`config.mk`:
```
export PLATFORM = sky130hd
export DESIGN_NAME = down_counter_timer
export DESIGN_NICKNAME = d
export VERILOG_FILES = /design/src/rtl/down_counter_timer_pkg.sv /design/src/rtl/down_counter_timer.sv
export SDC_FILE = /design/constraint.sdc
export NUM_CORES = 1
export LEC_CHECK = 0
export BUFFER_PORTS_ARGS = -buffer_cell sky130_fd_sc_hd__buf_2
export CAP_MARGIN = 20
export CORE_AREA = 2 2 39 41
export CTS_CLUSTER_DIAMETER = 120
export DETAILED_ROUTE_END_ITERATION = 7
export DIE_AREA = 0 0 41 43
export HOLD_SLACK_MARGIN = 0.15
export PLACE_DENSITY = 0.56
export SLEW_MARGIN = 20
export SYNTH_ARGS = -nofsm -noshare
export SYNTH_HDL_FRONTEND = slang
export SYNTH_SLANG_ARGS = --single-unit
```
`constraint.sdc`:
```
create_clock -name clk -period 3.6 [get_ports clk]
set_input_delay 0 -clock clk [delete_from_list [all_inputs] [get_ports clk]]
set_output_delay 0 -clock clk [all_outputs]
set_load 0.005 [all_outputs]
```
`src/rtl/down_counter_timer_pkg.sv`:
```
// Shared types and limits for the loadable down-counter timer.
package down_cnt_pkg;

  typedef enum logic [1:0] {
    IDLE = 2'd0,
    RUN  = 2'd1,
    DONE = 2'd2
  } state_e;

  localparam int WIDTH_MIN = 2;
  localparam int WIDTH_MAX = 16;

endpackage

```
`src/rtl/down_counter_timer.sv`:
```
// Loadable down-counter with run/hold control and a one-cycle done pulse.
// Define DOWN_CNT_AUTO_RELOAD_EN to restart from the last loaded value instead of stopping.
module down_counter_timer
  import down_cnt_pkg::*;
#(
  parameter int WIDTH = 3
) (
  input  logic             clk,
  input  logic             rst,
  input  logic             load,
  input  logic [WIDTH-1:0] load_val,
  input  logic             en,
  output logic [WIDTH-1:0] counter_down,
  output logic             zero,
  output logic             busy,
  output logic             done,
  output logic [1:0]       dbg_state
);

  if (WIDTH < WIDTH_MIN || WIDTH > WIDTH_MAX) begin : g_width_check
    $error("down_counter_timer: WIDTH out of range");
  end

  localparam logic [WIDTH-1:0] ONE = WIDTH'(1);

  state_e           r_state;
  logic [WIDTH-1:0] r_cnt;
  logic             r_done;
  state_e           w_state_nxt;
  logic [WIDTH-1:0] w_cnt_nxt;
  logic             w_done_nxt;

`ifdef DOWN_CNT_AUTO_RELOAD_EN
  logic [WIDTH-1:0] r_reload_q;
`endif

  // Load wins over everything except reset; DONE always lasts exactly one cycle.
  always_comb begin
    w_state_nxt = r_state;
    w_cnt_nxt   = r_cnt;
    w_done_nxt  = 1'b0;
    if (load) begin
      w_cnt_nxt   = load_val;
      w_state_nxt = (load_val != '0) ? RUN : IDLE;
    end else begin
      case (r_state)
        IDLE: begin
          w_state_nxt = IDLE;
        end
        RUN: begin
          if (en && r_cnt == ONE) begin
            w_done_nxt = 1'b1;
`ifdef DOWN_CNT_AUTO_RELOAD_EN
            w_cnt_nxt   = r_reload_q;
            w_state_nxt = RUN;
`else
            w_cnt_nxt   = '0;
            w_state_nxt = DONE;
`endif
          end else if (en && r_cnt != '0) begin
            w_cnt_nxt = r_cnt - ONE;
          end
        end
        DONE: begin
          w_state_nxt = IDLE;
        end
        default: begin
          w_state_nxt = IDLE;
          w_cnt_nxt   = '0;
        end
      endcase
    end
  end

  always_ff @(posedge clk) begin
    if (rst) begin
      r_state <= IDLE;
      r_cnt   <= '0;
      r_done  <= 1'b0;
`ifdef DOWN_CNT_AUTO_RELOAD_EN
      r_reload_q <= '0;
`endif
    end else begin
      r_state <= w_state_nxt;
      r_cnt   <= w_cnt_nxt;
      r_done  <= w_done_nxt;
`ifdef DOWN_CNT_AUTO_RELOAD_EN
      if (load) r_reload_q <= load_val;
`endif
    end
  end

  assign counter_down = r_cnt;
  assign zero         = (r_cnt == '0);
  assign busy         = (r_state == RUN);
  assign done         = r_done;
  assign dbg_state    = r_state;

endmodule
```
==> out/qor.csv <==
metric;value;unit
Yosys cell types;23;
routed length per instance;10.53;um
Vias/cell;4.863;
synthesized flop and latch total;6;
Worst path max stage delay;550;ps
R2R Setup Slk;2030;ps
gr usage total;0.1295;
r2r endpoint;dbg_state[0];
Clock Sinks;6;
final setup TNS;0;ps
outcome;complete, no violations;
Setup crit start kind;flip-flop;
ratio of cells with drive above 1 in the final layout;0.3125;
Boundary Pins;15;
area fraction of the dominant cell type after synthesis;0.3137;
most frequent cells in the layout;buf_2 (14), dfxtp_1 (6), inv_1 (4), a21oi_1 (4), dlygate4sd3_1 (4);
Synth warnings;0;
reg-to-reg startpoint;counter_down[1];
Slew Viols, Final;0;
input/output buffers;14;
Switch Pwr;0.00005495;W
gr ovfl total;0;
fillers;158;
most area-hungry cell type in the Yosys netlist;dfxtp_1;
via count;389;
Worst VDD drop;0.1084;mV
Comb pwr share;0.262;
Hold Path Stages;3;
CP Data Required Time;3730;ps
commonest non-fill, non-tap cell in the layout;buf_2;
Hold Path Class;in2reg;
max-cap violations;0;
Area contributors post-synth;dfxtp_1 (31%), ha_1 (9.8%), a21oi_1 (5.2%);
Final nets;76;
ANT cells;0;
mapped cell area;382.9;um2
R2R cell count;6;
Syn Nets;54;
worst rel slew slack;0.8546;
DRC viols;0;
Hold Fails Final Rpt;0;
P_leak;0.2407;nW
clock share of power;0.338;
buffer depth of the longest clock path;2;
skew final;6.681;ps
CP Class;reg2reg;
number of global-route vias before repair;381;
# setup viols final;0;
Worst-Margin Slew;217.1;ps
initial core utilization;0.2767;
final critical-path required period;1575;ps
Clock Latency Late Sink;250;ps
CTS tree;built;
row cnt;14;
Worst path slowest cell;dlygate4sd3_1;
critical path peak fanout;5;
Final period util;0.4374;
dpl cells;73;
Hold EP;counter_down[0];
area of the multi-input gates;236.5;um2
total die area;0.001763;mm2
drt initial violations;9;
global-route wire length before repair;1.531;mm
width of the die;41;um
Crit. End Element;flip-flop;
remaining antenna violation count;0;
sequential share of power;0.401;
Int Pwr;0.0001342;W
core area;0.001384;mm2
Seq. cell area;120.1;um2
Min-Delay Startpoint;load;
# H-tree levels;1;
sequential fraction of the synthesis area;0.3137;
switching share of power;0.2906;
CTS Buf Count;3;
# Post-CTS Setup Buffers;0;
RSZ-0062 raised after global routing;no;
clk root buf;clkbuf_4;
PwrDens;360.7;mW/mm2
DP HPWL;655.7;um
Layout area overhead;36.93;%
GPL Wtd Cong;0.7761;
Critical Path, Cell by Cell;inv_1, ha_1, nand3b_2, nand2_2, a21oi_1, dlygate4sd3_1;
Top Family by Delay on Critical Path;buffers and inverters;
Max Clock Freq;635.1;MHz
WP data arrival;1700;ps
fin cells;80;
initial antenna violation count;0;
DRT Wirelength;842;um
largest net degree at the start of global routing;10;
CTS clk-pin slew, worst paths;50;ps
drt pass-1 iters;4;
Syn Inst Count;44;
stages on the worst setup path;6;
Avg Inst Size Synth;8.702;um2
Die Span Y;43;um
WP buf/inv;2;
## metrics by stage
stage	setup WS [ps]	hold WS, ps	cell area, um2	total power [W]	util
2_1_floorplan	2147	69.07	382.9	0.0001067	-
3_3_place_gp	2076	273.2	461.7	0.0001237	0.3336
3_5_place_dp	2086	267.0	461.7	0.0001234	0.3336
4_1_cts	2017	179.4	524.3	0.0001938	0.3788
5_1_grt	1872	220.4	524.3	0.0002061	0.3788
6_report	2025	181.4	524.3	0.0001891	0.3788
## sequential cells by signal (all words and copies together), names as in the netlist
name,flops
counter_down,3
done,1
dbg_state,2
## logic make-up (layout without fill, tap and decap cells)
family          Yosys count  count (layout)  synth area share
simple gates             17              17            0.3039
fa+ha+maj                 3               3           0.09805
buf+inv                   5              25           0.06861
compound gates           13              13            0.2157
flops                     6               6            0.3137
## cells in the mapped netlist
master and instances:
nor3b_1 2, a21oi_1 4, nand2b_1 1, nor3_1 3
inv_1 4, o31a_1 1, nor2_1 3, o31ai_1 1
ha_1 3, nand3b_2 1, nor3b_4 1, and3_1 1
a21o_1 1, or4_1 1, nand2_2 1, nor2b_1 2
o211ai_1 1, and2_1 1, dfxtp_1 6, buf_6 1
a221oi_1 1, o21ai_0 2, o22ai_1 2
## worst max path at each step
stage / startpoint / endpoint / slack (ps)
6_report: counter_down[1] / dbg_state[0] / 2030
5_1_grt: counter_down[1] / dbg_state[0] / 1870
4_1_cts: counter_down[1] / dbg_state[0] / 2020
3_5_place_dp: counter_down[1] / counter_down[2] / 2090
3_3_place_gp: counter_down[1] / counter_down[2] / 2080
2_1_floorplan: counter_down[1] / counter_down[2] / 2150
## timing repair
| action | CTS | global route |
|---|---|---|
| resized for setup | 0 | 0 |
| endpoints found under the hold margin | 5 | 0 |
| setup endpoints to repair | 0 | 0 |
| hold buffers | 4 | 0 |
## worst min-delay path, delay by kind of cell
| kind | cells | cell delay (ps) |
|---|---|---|
| buffers and inverters | 1 | 160 |
| AO/OA/AOI/OAI | 2 | 220 |
## cell type report
class / instances / area share
tap: 16 / 0.03819
sequential: 6 / 0.2291
clock buffer: 3 / 0.04296
multi-input combinational: 33 / 0.4511
timing repair buffer: 18 / 0.2100
inverter: 4 / 0.02864
## power by group through the flow
stage                      Clock, W  Sequential [W]  Combinational [W]
after CTS                 0.0000680       0.0000757          0.0000501
after floorplan                   0       0.0000771          0.0000296
after global placement            0       0.0000770          0.0000468
after detailed placement          0       0.0000770          0.0000464
after global routing      0.0000711       0.0000767          0.0000582
final                     0.0000639       0.0000758          0.0000495
## layer usage
layer / up-vias / GRT usage / share of wire
met5: - / 0 / 0
met1: 173 / 0.1640 / 0.46
met2: 10 / 0.1719 / 0.46
met3: 2 / 0.03665 / 0.053
li1: 204 / - / -
met4: 0 / 0.1067 / 0.020
(Power assumes the default switching activity.)
